===== src/rtl/signal_gen_tx.sv =====
// signal_gen_tx: programmable square-wave transmitter with a valid/ready config port.
// Define SIGGEN_BURST_EN to enable burst mode (cfg_count, DONE state, done pulse).
module signal_gen_tx #(
   parameter int          CNT_W      = 32,
   parameter int unsigned DEF_PERIOD = 32'd50_000_000,
   parameter int unsigned DEF_HIGH   = 32'd25_000_000
) (
   input  logic             clk,
   input  logic             rst,
   input  logic             enable,
   input  logic             cfg_valid,
   output logic             cfg_ready,
   input  logic [CNT_W-1:0] cfg_period,
   input  logic [CNT_W-1:0] cfg_high,
   input  logic [CNT_W-1:0] cfg_count,
   output logic             signal_out,
   output logic             period_start,
   output logic             busy,
   output logic             done
);

   typedef enum logic [1:0] {
      S_IDLE = 2'd0,
`ifdef SIGGEN_BURST_EN
      S_DONE = 2'd2,
`endif
      S_RUN  = 2'd1
   } state_t;

   function automatic logic [CNT_W-1:0] clamp_p(input logic [CNT_W-1:0] p);
      logic [CNT_W-1:0] v;
      if (p < CNT_W'(2)) v = CNT_W'(2);
      else               v = p;
      return v;
   endfunction

   // High time is forced into 1..P-1 so each period has exactly one rise and one fall.
   function automatic logic [CNT_W-1:0] clamp_h(input logic [CNT_W-1:0] p,
                                                 input logic [CNT_W-1:0] h);
      logic [CNT_W-1:0] pc;
      logic [CNT_W-1:0] v;
      pc = clamp_p(p);
      if (h == {CNT_W{1'b0}}) v = CNT_W'(1);
      else                    v = h;
      if (v >= pc) v = pc - CNT_W'(1);
      return v;
   endfunction

   state_t           r_state, w_state_nxt;
   logic [CNT_W-1:0] r_p, r_h, r_pend_p, r_pend_h, r_cnt;
   logic [CNT_W-1:0] w_p_nxt, w_h_nxt, w_cnt_nxt;
   logic             r_pend_full, r_sig, r_ps, r_busy, r_done;
   logic             w_apply, w_boundary, w_done_nxt;
`ifdef SIGGEN_BURST_EN
   logic [CNT_W-1:0] r_n, r_pend_n, r_pcnt, w_n_nxt, w_pcnt_nxt;
`else
   logic             w_unused_cnt;
   assign w_unused_cnt = ^cfg_count;
`endif

   assign cfg_ready    = ~r_pend_full;
   assign signal_out   = r_sig;
   assign period_start = r_ps;
   assign busy         = r_busy;
   assign done         = r_done;
   assign w_boundary   = (r_cnt == (r_p - CNT_W'(1)));

   // Next-state, phase counter and active-set update
   always_comb begin
      w_state_nxt = r_state;
      w_cnt_nxt   = r_cnt;
      w_apply     = 1'b0;
      w_done_nxt  = 1'b0;
`ifdef SIGGEN_BURST_EN
      w_pcnt_nxt  = r_pcnt;
`endif
      case (r_state)
         S_IDLE: begin
            w_cnt_nxt = {CNT_W{1'b0}};
            w_apply   = r_pend_full;
            if (enable) begin
               w_state_nxt = S_RUN;
`ifdef SIGGEN_BURST_EN
               w_pcnt_nxt  = {CNT_W{1'b0}};
`endif
            end else begin
               w_state_nxt = S_IDLE;
            end
         end
         S_RUN: begin
            if (w_boundary) begin
               w_cnt_nxt = {CNT_W{1'b0}};
               w_apply   = r_pend_full;
`ifdef SIGGEN_BURST_EN
               if (r_pcnt == {CNT_W{1'b1}}) w_pcnt_nxt = r_pcnt;
               else                         w_pcnt_nxt = r_pcnt + CNT_W'(1);
`endif
               if (!enable) begin
                  w_state_nxt = S_IDLE;
`ifdef SIGGEN_BURST_EN
               end else if ((r_n != {CNT_W{1'b0}}) &&
                            (({1'b0, r_pcnt} + {{CNT_W{1'b0}}, 1'b1}) >= {1'b0, r_n})) begin
                  w_state_nxt = S_DONE;
                  w_pcnt_nxt  = r_n;
`endif
               end else begin
                  w_state_nxt = S_RUN;
               end
            end else begin
               w_cnt_nxt = r_cnt + CNT_W'(1);
            end
         end
`ifdef SIGGEN_BURST_EN
         S_DONE: begin
            w_cnt_nxt = {CNT_W{1'b0}};
            if (!enable) w_state_nxt = S_IDLE;
            else         w_state_nxt = S_DONE;
         end
`endif
         default: begin
            w_state_nxt = S_IDLE;
            w_cnt_nxt   = {CNT_W{1'b0}};
         end
      endcase
      if (w_apply) begin
         w_p_nxt = clamp_p(r_pend_p);
         w_h_nxt = clamp_h(r_pend_p, r_pend_h);
      end else begin
         w_p_nxt = r_p;
         w_h_nxt = r_h;
      end
`ifdef SIGGEN_BURST_EN
      if (w_apply) w_n_nxt = r_pend_n;
      else         w_n_nxt = r_n;
      w_done_nxt = (w_state_nxt == S_DONE) && (r_state != S_DONE);
`endif
   end

   // State, settings and registered outputs
   always_ff @(posedge clk) begin
      if (rst) begin
         r_state     <= S_IDLE;
         r_p         <= clamp_p(CNT_W'(DEF_PERIOD));
         r_h         <= clamp_h(CNT_W'(DEF_PERIOD), CNT_W'(DEF_HIGH));
         r_pend_p    <= {CNT_W{1'b0}};
         r_pend_h    <= {CNT_W{1'b0}};
         r_pend_full <= 1'b0;
         r_cnt       <= {CNT_W{1'b0}};
         r_sig       <= 1'b0;
         r_ps        <= 1'b0;
         r_busy      <= 1'b0;
         r_done      <= 1'b0;
`ifdef SIGGEN_BURST_EN
         r_n         <= {CNT_W{1'b0}};
         r_pend_n    <= {CNT_W{1'b0}};
         r_pcnt      <= {CNT_W{1'b0}};
`endif
      end else begin
         r_state <= w_state_nxt;
         r_p     <= w_p_nxt;
         r_h     <= w_h_nxt;
         r_cnt   <= w_cnt_nxt;
         r_sig   <= (w_state_nxt == S_RUN) && (w_cnt_nxt < w_h_nxt);
         r_ps    <= (w_state_nxt == S_RUN) && (w_cnt_nxt == {CNT_W{1'b0}});
         r_busy  <= (w_state_nxt == S_RUN);
         r_done  <= w_done_nxt;
`ifdef SIGGEN_BURST_EN
         r_n     <= w_n_nxt;
         r_pcnt  <= w_pcnt_nxt;
`endif
         // Apply needs pend_full, accept needs it clear, so the two never collide.
         if (w_apply) begin
            r_pend_full <= 1'b0;
         end else if (cfg_valid && !r_pend_full) begin
            r_pend_full <= 1'b1;
            r_pend_p    <= cfg_period;
            r_pend_h    <= cfg_high;
`ifdef SIGGEN_BURST_EN
            r_pend_n    <= cfg_count;
`endif
         end
      end
   end

endmodule

===== config.mk =====
export PLATFORM = sky130hd
export DESIGN_NAME = signal_gen_tx
export DESIGN_NICKNAME = d
export VERILOG_FILES = /design/src/rtl/signal_gen_tx.sv
export SDC_FILE = /design/constraint.sdc
export NUM_CORES = 1
export LEC_CHECK = 0
export ABC_AREA = 0
export BUFFER_PORTS_ARGS = -buffer_cell sky130_fd_sc_hd__buf_2
export CAP_MARGIN = 20
export CELL_PAD_IN_SITES_DETAIL_PLACEMENT = 0
export CELL_PAD_IN_SITES_GLOBAL_PLACEMENT = 1
export CORE_MARGIN = 2
export CORE_UTILIZATION = 40
export CTS_BUF_LIST = sky130_fd_sc_hd__clkbuf_4 sky130_fd_sc_hd__clkbuf_8 sky130_fd_sc_hd__clkbuf_16
export CTS_CLUSTER_DIAMETER = 40
export DETAILED_ROUTE_END_ITERATION = 6
export HOLD_SLACK_MARGIN = 0.02
export PLACE_DENSITY_LB_ADDON = 0.1
export SYNTH_ARGS = -nofsm -noshare
export SYNTH_HDL_FRONTEND = slang
export SYNTH_SLANG_ARGS = --single-unit

===== constraint.sdc =====
create_clock -name clk -period 6.4 [get_ports clk]
set_clock_uncertainty 0.05 [all_clocks]
set_input_delay 0 -clock clk [delete_from_list [all_inputs] [get_ports clk]]
set_output_delay 0 -clock clk [all_outputs]
set_load 0.02 [all_outputs]

# After elaboration in Yosys (flattened, before gate mapping)
# Cells that the tools add are included.
totals:
  ff_bits: 166
classes:
  addsub: 3
  n_reduce_logical: 9
  eq_ne: 3
  bitwise_logic: 2
  mux: 13
  magnitude_cmp: 3
op_table:
  columns: ["cell", "count"]
  rows:
  - ["$mux 32", 8]
  - ["$logic_not 32->1", 2]
  - ["$sub 32x1->32 const B", 2]
  - ["$add 32x1->32 const B", 1]
  - ["$eq 32x32->1", 1]
  - ["$ge 32x32->1", 1]
  - ["$lt 32x2->1 const B", 1]
  - ["$lt 32x32->1", 1]
  - ["$eq 2x1->1 const B", 2]
  - ["$pmux 2 s2", 1]
  - ["$logic_and 1x1->1", 3]
  - ["$logic_not 2->1", 1]
  - ["$mux 1", 2]
  - ["$mux 2", 1]
  - ["$not 1->1", 2]
  - ["$pmux 1 s2", 1]
  - ["$reduce_and 2->1", 1]
  - ["$reduce_or 2->1", 1]
  - ["$logic_not 1->1", 1]

# Logic depth before layout (Yosys ltp)
# Gate-level depths: netlist (run 1).
depth:
  word_depth: 10
  depth_mapped: 25
  mapped_depth_nobuf: 23

# Least setup slack after synthesis (run 1)
# No wires, ideal clock.
synth_path:
  kind: "reg2reg"
  startpoint: "register r_pend_p[10]"
  endpoint: "register r_sig, in the netlist signal_out"
  setup_ns: 0.079
  stages_incl_launch_ff: 26
  arrival_ns: 6.196
  synth_period_minus_slack_ns: 6.325
  path_slack_ns: 0.075
  path_buffers: 2
  cell_sequence: "dfxtp_1 > or4_1 > clkbuf_1 > nand4b_1 > or4_1 > and2_1 > ha_1 > nand2b_1 > a21o_1 > a211oi_1 > o21ai_0 > a21oi_1 > o31ai_1 > clkbuf_1 > mux2_2 > mux2i_1 > ha_1 > a21o_1 > a21o_1 > a21o_1 > a21o_1 > a21o_1 > a21o_1 > a221oi_1 > or4b_2 > a211oi_2"
synth_between:
  elab_chain_cells: 8
  elab_cells_between_ends: 9
synth_lines:
  columns: ["item", "line_no", "text"]
  rows:
  - ["start: declaration", "50", "logic [CNT_W-1:0] r_p, r_h, r_pend_p, r_pend_h, r_cnt;"]
  - ["start signal: assignment", "145", "r_pend_p <= {CNT_W{1'b0}};"]
  - ["start signal: assignment", "176", "r_pend_p <= cfg_period;"]
  - ["$lt 32x2->1", "32", "if (p < CNT_W'(2)) v = CNT_W'(2);"]
  - ["$mux 32 *", "32", null]
  - ["$mux 32 *", "125", "if (w_apply) begin"]
  - ["$sub 32x1->32 or $ge 32x32->1 (tied branches)", "45", "if (v >= pc) v = pc - CNT_W'(1);"]
  - ["$mux 32 *", "45", null]
  - ["$mux 32 *", "125", null]
  - ["$lt 32x32->1 *", "163", "r_sig <= (w_state_nxt == S_RUN) && (w_cnt_nxt < w_h_nxt);"]
  - ["$logic_and 1x1->1 *", "163", null]
  - ["end signal: assignment", "163", null]
  - ["end: declaration", "52", "logic r_pend_full, r_sig, r_ps, r_busy, r_done;"]
# Every way passes the cells marked *; elsewhere a longest branch is shown, timed or not. The select of a mux whose other input is x is not followed.
# A chain may end at the register's enable or synchronous reset.

# Worst setup path after layout (run 1)
# Same ends and word-level chain as after synthesis.

==> results.cfg, run 1 <==
[status]
outcome = completed

[cts]
cts_buffers = 17
cts_root_buf = clkbuf_16
numClockSinks = 166
h-tree-depth = 4
clockBufferDepth = 2
cts_tree = done
clk_latency_ns = 0.43
path_clk_slew_ns = 0.07

[die]
rows = 58
chipHeight_um = 163
initial_core_util = 0.406
pin_count = 105
die_area_um2 = 26700
core_um2 = 25000
dieWidth_um = 163

[yosys]
ys_warn_count = 0
synthAdderAreaFrac = 0.0812
synth_compound_area_frac = 0.121
async_flop_share = 0
netlist_area_um2 = 10200
synth-seq-area-share = 0.327
avgSynthCellArea_um2 = 8.10
synth-seq-cells = 166
syn_inst = 1255
synth.area.mux_share = 0.0844
synth_top_family_by_area = simple AND/OR/NAND/NOR gates
synth-simple-area-share = 0.250
synth-xor-area-share = 0.0827
synth_cell_type_count = 68
ys.flop_type = dfxtp_1
synth_edf_count = 0

[power_and_ir_drop]
leakage_nw = 5.35
sw_frac_of_total = 0.296
switchingPower_w = 0.000802
pwr-share-seq = 0.413
p_int_w = 0.00191
power_density_nw_per_um2 = 219
p_clk_frac = 0.379
power_frac_comb = 0.208
ir_drop_v = 0.000150

[critical_path]
r2r_start = r_pend_p[10]
max_stage_delay_ns = 0.66
path_buf_inv = 2
startpoint_type = register
crit_path_frequent_cell = a21o_1
cp_top_family = simple AND/OR/NAND/NOR gates
cp.depth = 23
startpoint = r_pend_p[10]
r2r-end = signal_out
critPathCaptureType = register
reg2reg_depth = 23
critical_path_required_ns = 6.70
arrival_ns = 6.35
path_cells = or4_1, nand4b_1, or4_4, and2_1, inv_1, ha_1, or4b_2, nor4_2, buf_4, nand3_2, nor2_2, xnor2_1, mux2_2, mux2i_1, ha_1, a21o_1, a21o_1, a21o_1, a21o_1, a21o_1, a221oi_1, or4b_4, a211oi_2
rrSetupSlack_ns = 0.35
cp_slowest_cell = or4b_2
path_class = register to register
endpoint = signal_out
critical_path_peak_fanout = 5

[timing]
final.min_clock_period_ns = 6.05
slew_headroom = 0.274
max_freq_mhz = 165
rsz0062_at_grt = false
holdWs_ns = 0.294
setup_viol_count_final = 0
worst_pin_slew_ns = 1.09
slew_violations = 0
post-route-period-util = 0.945
setup-tns-final_ns = 0
hold_violations = 0

[detailed_routing]
drt_first_pass_iters = 4
drt_iter0_markers = 473
drc = 0
vias_per_cell = 5.23
vias = 9025
wl_mm = 30.7
wl_per_cell_um = 17.8
ant_nets = 0

[min_path]
hp-class = primary input to register
hold_start = cfg_high[11]

[cells_and_area]
area_delta_synth_final_pct = 21.8
antennaDiodeCount = 0
nets = 1547
final_layout_size_suffix_gt1_frac = 0.152
fin_area_um2 = 12400

[placed_design]
routabilityCongestion = 0.847
placed_cell_area_um2 = 11000
port_buffers = 71
dp_hpwl_mm = 22.9

[global_routing]
grt_usage = 0.235
first_global_vias = 8985
grt_overflow_total = 0
grt_max_degree = 101
grt_pass1_wl_mm = 48.4
antenna_found_initial = 0

[job]
maxCapViolCount = 0
## state kept, by name, indices dropped and copies added (netlist names)
name,count
r_pend_p,32
r_p,32
signal_out,1
r_h,32
r_cnt,32
r_state,2
r_pend_h,32
busy,1
period_start,1
r_pend_full,1
## cell families (layout without fill, tap and decap cells)
group / count (synthesis) / in the layout
and+or+nand+nor: 521 / 521
AOI/OAI and AO/OA: 187 / 187
DFF: 166 / 166
buffers and inverters: 136 / 274
xor gates and xnor gates: 96 / 96
muxes: 82 / 82
adders and majority gates: 66 / 66
other: 1 / 2
## final cells by class
| type | instances | area, µm² |
|---|---|---|
| Tap cell | 330 | 413 |
| Timing Repair Buffer | 201 | 1560 |
| Clock buffer | 20 | 460 |
| Fill cell | 2530 | 12700 |
| Sequential cell | 166 | 3320 |
| Multi-Input combinational cell | 954 | 6360 |
| Clock inverter | 12 | 116 |
| Inverter | 41 | 154 |
## per-stage QoR
stage               instances  total power [W]   util  worst slack (ns)
floorplan                1256          0.00148      -            0.0747
global placement         1611          0.00165  0.437             0.181
detailed placement       1612          0.00166  0.438            0.0130
CTS                      1723          0.00273  0.493            0.0197
global route             1724          0.00284  0.495            0.0573
finish                   1724          0.00271  0.495             0.352
## timing repair
| action | in CTS | in global routing |
|---|---|---|
| hold buffers | 79 | 0 |
| resized for setup | 1 | 9 |
| setup buffers | 0 | 1 |
| pin swaps | 0 | 2 |
| endpoints found under the hold margin | 85 | 0 |
| endpoints found under the setup margin | 1 | 1 |
## power by group through the flow
| stage | Combinational, W | Sequential [W] | Clock [W] |
|---|---|---|---|
| 2_1_floorplan | 0.000352 | 0.00113 | 0 |
| 3_3_place_gp | 0.000511 | 0.00114 | 0 |
| 3_5_place_dp | 0.000517 | 0.00114 | 0 |
| 4_1_cts | 0.000557 | 0.00112 | 0.00105 |
| 5_1_grt | 0.000620 | 0.00113 | 0.00110 |
| 6_report | 0.000563 | 0.00112 | 0.00103 |
## cells in the mapped netlist, types with 11 or more instances
cell / number / share of area
nor3_1: 25 / 0.012
a21o_1: 24 / 0.018
nor2_1: 159 / 0.059
xor2_1: 38 / 0.033
xnor2_1: 58 / 0.050
a21oi_1: 82 / 0.040
nand4_1: 27 / 0.017
clkbuf_1: 77 / 0.028
nor4_1: 19 / 0.012
inv_1: 41 / 0.015
mux2i_1: 52 / 0.051
or3_1: 11 / 0.0068
nand2b_1: 17 / 0.010
o21ai_0: 14 / 0.0069
and3_1: 15 / 0.0092
nand2_1: 167 / 0.062
mux2_2: 30 / 0.033
a211o_1: 15 / 0.013
ha_1: 66 / 0.081
dfxtp_1: 166 / 0.33
nand3_1: 23 / 0.011
## cell usage in the layout, fill, tap and decap left out, types with 22 or more instances in the layout
cell,instances
a21oi_1,81
nand3_1,22
mux2i_1,52
mux2_2,30
ha_1,66
nor3_1,24
nand2_1,166
dfxtp_1,166
nor2_1,158
buf_4,49
buf_2,70
a21o_1,24
xor2_1,38
xnor2_1,58
nand4_1,27
dlygate4sd3_1,79
inv_1,41
## worst reg2reg max path: stages (launching register included)
cell and delay (ns):
dfxtp_1 0.31, or4_1 0.54, nand4b_1 0.19, or4_4 0.45, and2_1 0.22, inv_1 0.07
ha_1 0.21, or4b_2 0.67, nor4_2 0.17, buf_4 0.19, nand3_2 0.13, nor2_2 0.19
xnor2_1 0.07, mux2_2 0.27, mux2i_1 0.19, ha_1 0.28, a21o_1 0.16, a21o_1 0.16
a21o_1 0.16, a21o_1 0.16, a21o_1 0.17, a221oi_1 0.27, or4b_4 0.53, a211oi_2 0.15
## worst min-delay path by stage
stage | to | depth (start not counted) | slack, ns
floorplan | r_pend_h[0] | 2 | 0.09
global placement | r_pend_h[7] | 3 | 0.19
detailed placement | r_pend_h[7] | 3 | 0.20
CTS | r_pend_h[11] | 4 | 0.28
global route | r_pend_h[7] | 4 | 0.31
finish | r_pend_h[11] | 4 | 0.29
## layer usage
| layer | global-route usage | vias up | routed length (µm) |
|---|---|---|---|
| li1 | - | 4582 | - |
| met1 | 0.300 | 4289 | 14500 |
| met2 | 0.415 | 125 | 15100 |
| met3 | 0.0345 | 29 | 731 |
| met4 | 0.0575 | 0 | 428 |
| met5 | 0 | - | 0 |
No activity file was read; power rests on OpenSTA's default activity.
==> run 2: changes to the inputs <==
CORE_UTILIZATION = 47   (was 40)
clock period = 7.2 ns   (was 6.4 ns; I/O delays follow)
==> results.cfg, run 2 (synthesis gave the netlist of run 1 again) <==
[cells_and_area]
final_cell_count_no_fill = 1620
final_layout_size_suffix_gt1_frac = 0.126
fin_area_um2 = 11900
nets = 1498
area_delta_synth_final_pct = 17.4
antennaDiodeCount = 0
final_cell_mix = nand2_1, dfxtp_1, nor2_1, a21oi_1, buf_2

[cts]
cts_buffers = 17
numClockSinks = 166
cts_root_buf = clkbuf_16
h-tree-depth = 4
path_clk_slew_ns = 0.07
clk_latency_ns = 0.43
post_cts_buffers = 0
cts_tree = done
clockBufferDepth = 2

[die]
core_um2 = 21200
dieWidth_um = 151
initial_core_util = 0.481
pin_count = 105
rows = 53
chipHeight_um = 151
die_area_um2 = 22800

[job]
maxCapViolCount = 0

[critical_path]
startpoint_type = register
cp_slowest_cell = or4b_2
reg2reg_depth = 22
critical_path_peak_fanout = 6
arrival_ns = 7.12
r2r-end = signal_out
cp_top_family = simple AND/OR/NAND/NOR gates
critical_path_required_ns = 7.50
r2r_start = r_pend_p[10]
critPathCaptureType = register
max_stage_delay_ns = 0.70
crit_path_frequent_cell = a21o_1
path_buf_inv = 1
path_cells = or4_1, nand4b_1, or4_1, and2_1, inv_1, ha_1, or4b_2, nor4_2, nand3_1, nor2_1, xnor2_1, mux2_2, mux2i_1, ha_1, a21o_1, a21o_1, a21o_1, a21o_1, a21o_1, a221oi_1, or4b_2, a211oi_2
path_class = register to register
rrSetupSlack_ns = 0.38

[min_path]
whs_path_depth = 4
hold_start = cfg_period[22]
hold_path_end = r_pend_p[22]
hp-class = primary input to register

[global_routing]
antenna_found_initial = 0
first_global_vias = 8561
grt_overflow_total = 0
grt_pass1_wl_mm = 45.2
grt_usage = 0.258
grt_max_degree = 77

[timing]
setup-tns-final_ns = 0
slew_violations = 0
final.min_clock_period_ns = 6.82
holdWs_ns = 0.299
worst_pin_slew_ns = 0.792
hold_violations = 0
setup_viol_count_final = 0
rsz0062_at_grt = false
post-route-period-util = 0.947
max_freq_mhz = 147
setup_slack_ns = 0.382
slew_headroom = 0.472

[detailed_routing]
vias_per_cell = 5.50
wl_mm = 28.6
ant_nets = 0
drc = 0
wl_per_cell_um = 17.7
drt_iter0_markers = 436
drt_first_pass_iters = 5
vias = 8906

[placed_design]
port_buffers = 71
pre_cts_ws_ns = 0.439
placed_cell_area_um2 = 10600
placed_cells = 1520
dp_hpwl_mm = 21.1
routabilityCongestion = 0.913

[status]
outcome = completed

[power_and_ir_drop]
ir_drop_v = 0.000139
leakage_nw = 5.10
power_density_nw_per_um2 = 207
[run 2: layout make-up]
cell class,count,area (µm²)
Fill cell,2020,9220
Multi-Input combinational cell,954,6330
Sequential cell,166,3320
Timing Repair Buffer,152,1140
Clock buffer,19,440
Tap cell,275,344
Clock inverter,13,203
Inverter,41,154
[run 2: tightest hold or removal path, cell delays in order]
cell	delay [ns]
dlygate4sd3_1	0.53
buf_2	0.12
nand2_1	0.04
a21oi_1	0.05
[run 2: what timing repair did]
action                                  CTS  global route
endpoints found under the setup margin    0             1
resized for setup                         0             1
hold buffers                             67             0
endpoints found under the hold margin    89             0
[run 2: where the power goes]
| part | total (W) | internal (W) | leakage (nW) | switching, W |
|---|---|---|---|---|
| Combinational | 0.000451 | 0.000211 | 3.43 | 0.000240 |
| Sequential | 0.00101 | 0.000958 | 1.35 | 0.0000486 |
| Clock | 0.00101 | 0.000622 | 0.314 | 0.000389 |
| Total | 0.00247 | 0.00179 | 5.10 | 0.000678 |
[run 2: stage by stage]
stage | total power, W | utilization
after floorplan | 0.00132 | -
after global placement | 0.00144 | 0.501
after detailed placement | 0.00145 | 0.501
after CTS | 0.00249 | 0.563
after global routing | 0.00258 | 0.564
final | 0.00247 | 0.564
[run 2: worst max-delay path by stage]
stage	from	to	slack, ns	cells past startpoint
global placement	r_pend_p[10]	signal_out	0.54	22
detailed placement	r_pend_p[10]	signal_out	0.44	22
global route	r_pend_p[10]	signal_out	0.04	22
floorplan	r_pend_p[10]	signal_out	0.87	25
finish	r_pend_p[10]	signal_out	0.38	22
CTS	r_pend_p[10]	signal_out	0.37	22
[run 2: layer usage]
metal	GRT usage	part of all wire	up-vias
met5	0	0	-
met4	0.0626	0.015	0
met3	0.0413	0.039	31
met2	0.454	0.49	180
met1	0.330	0.45	4211
li1	-	-	4484
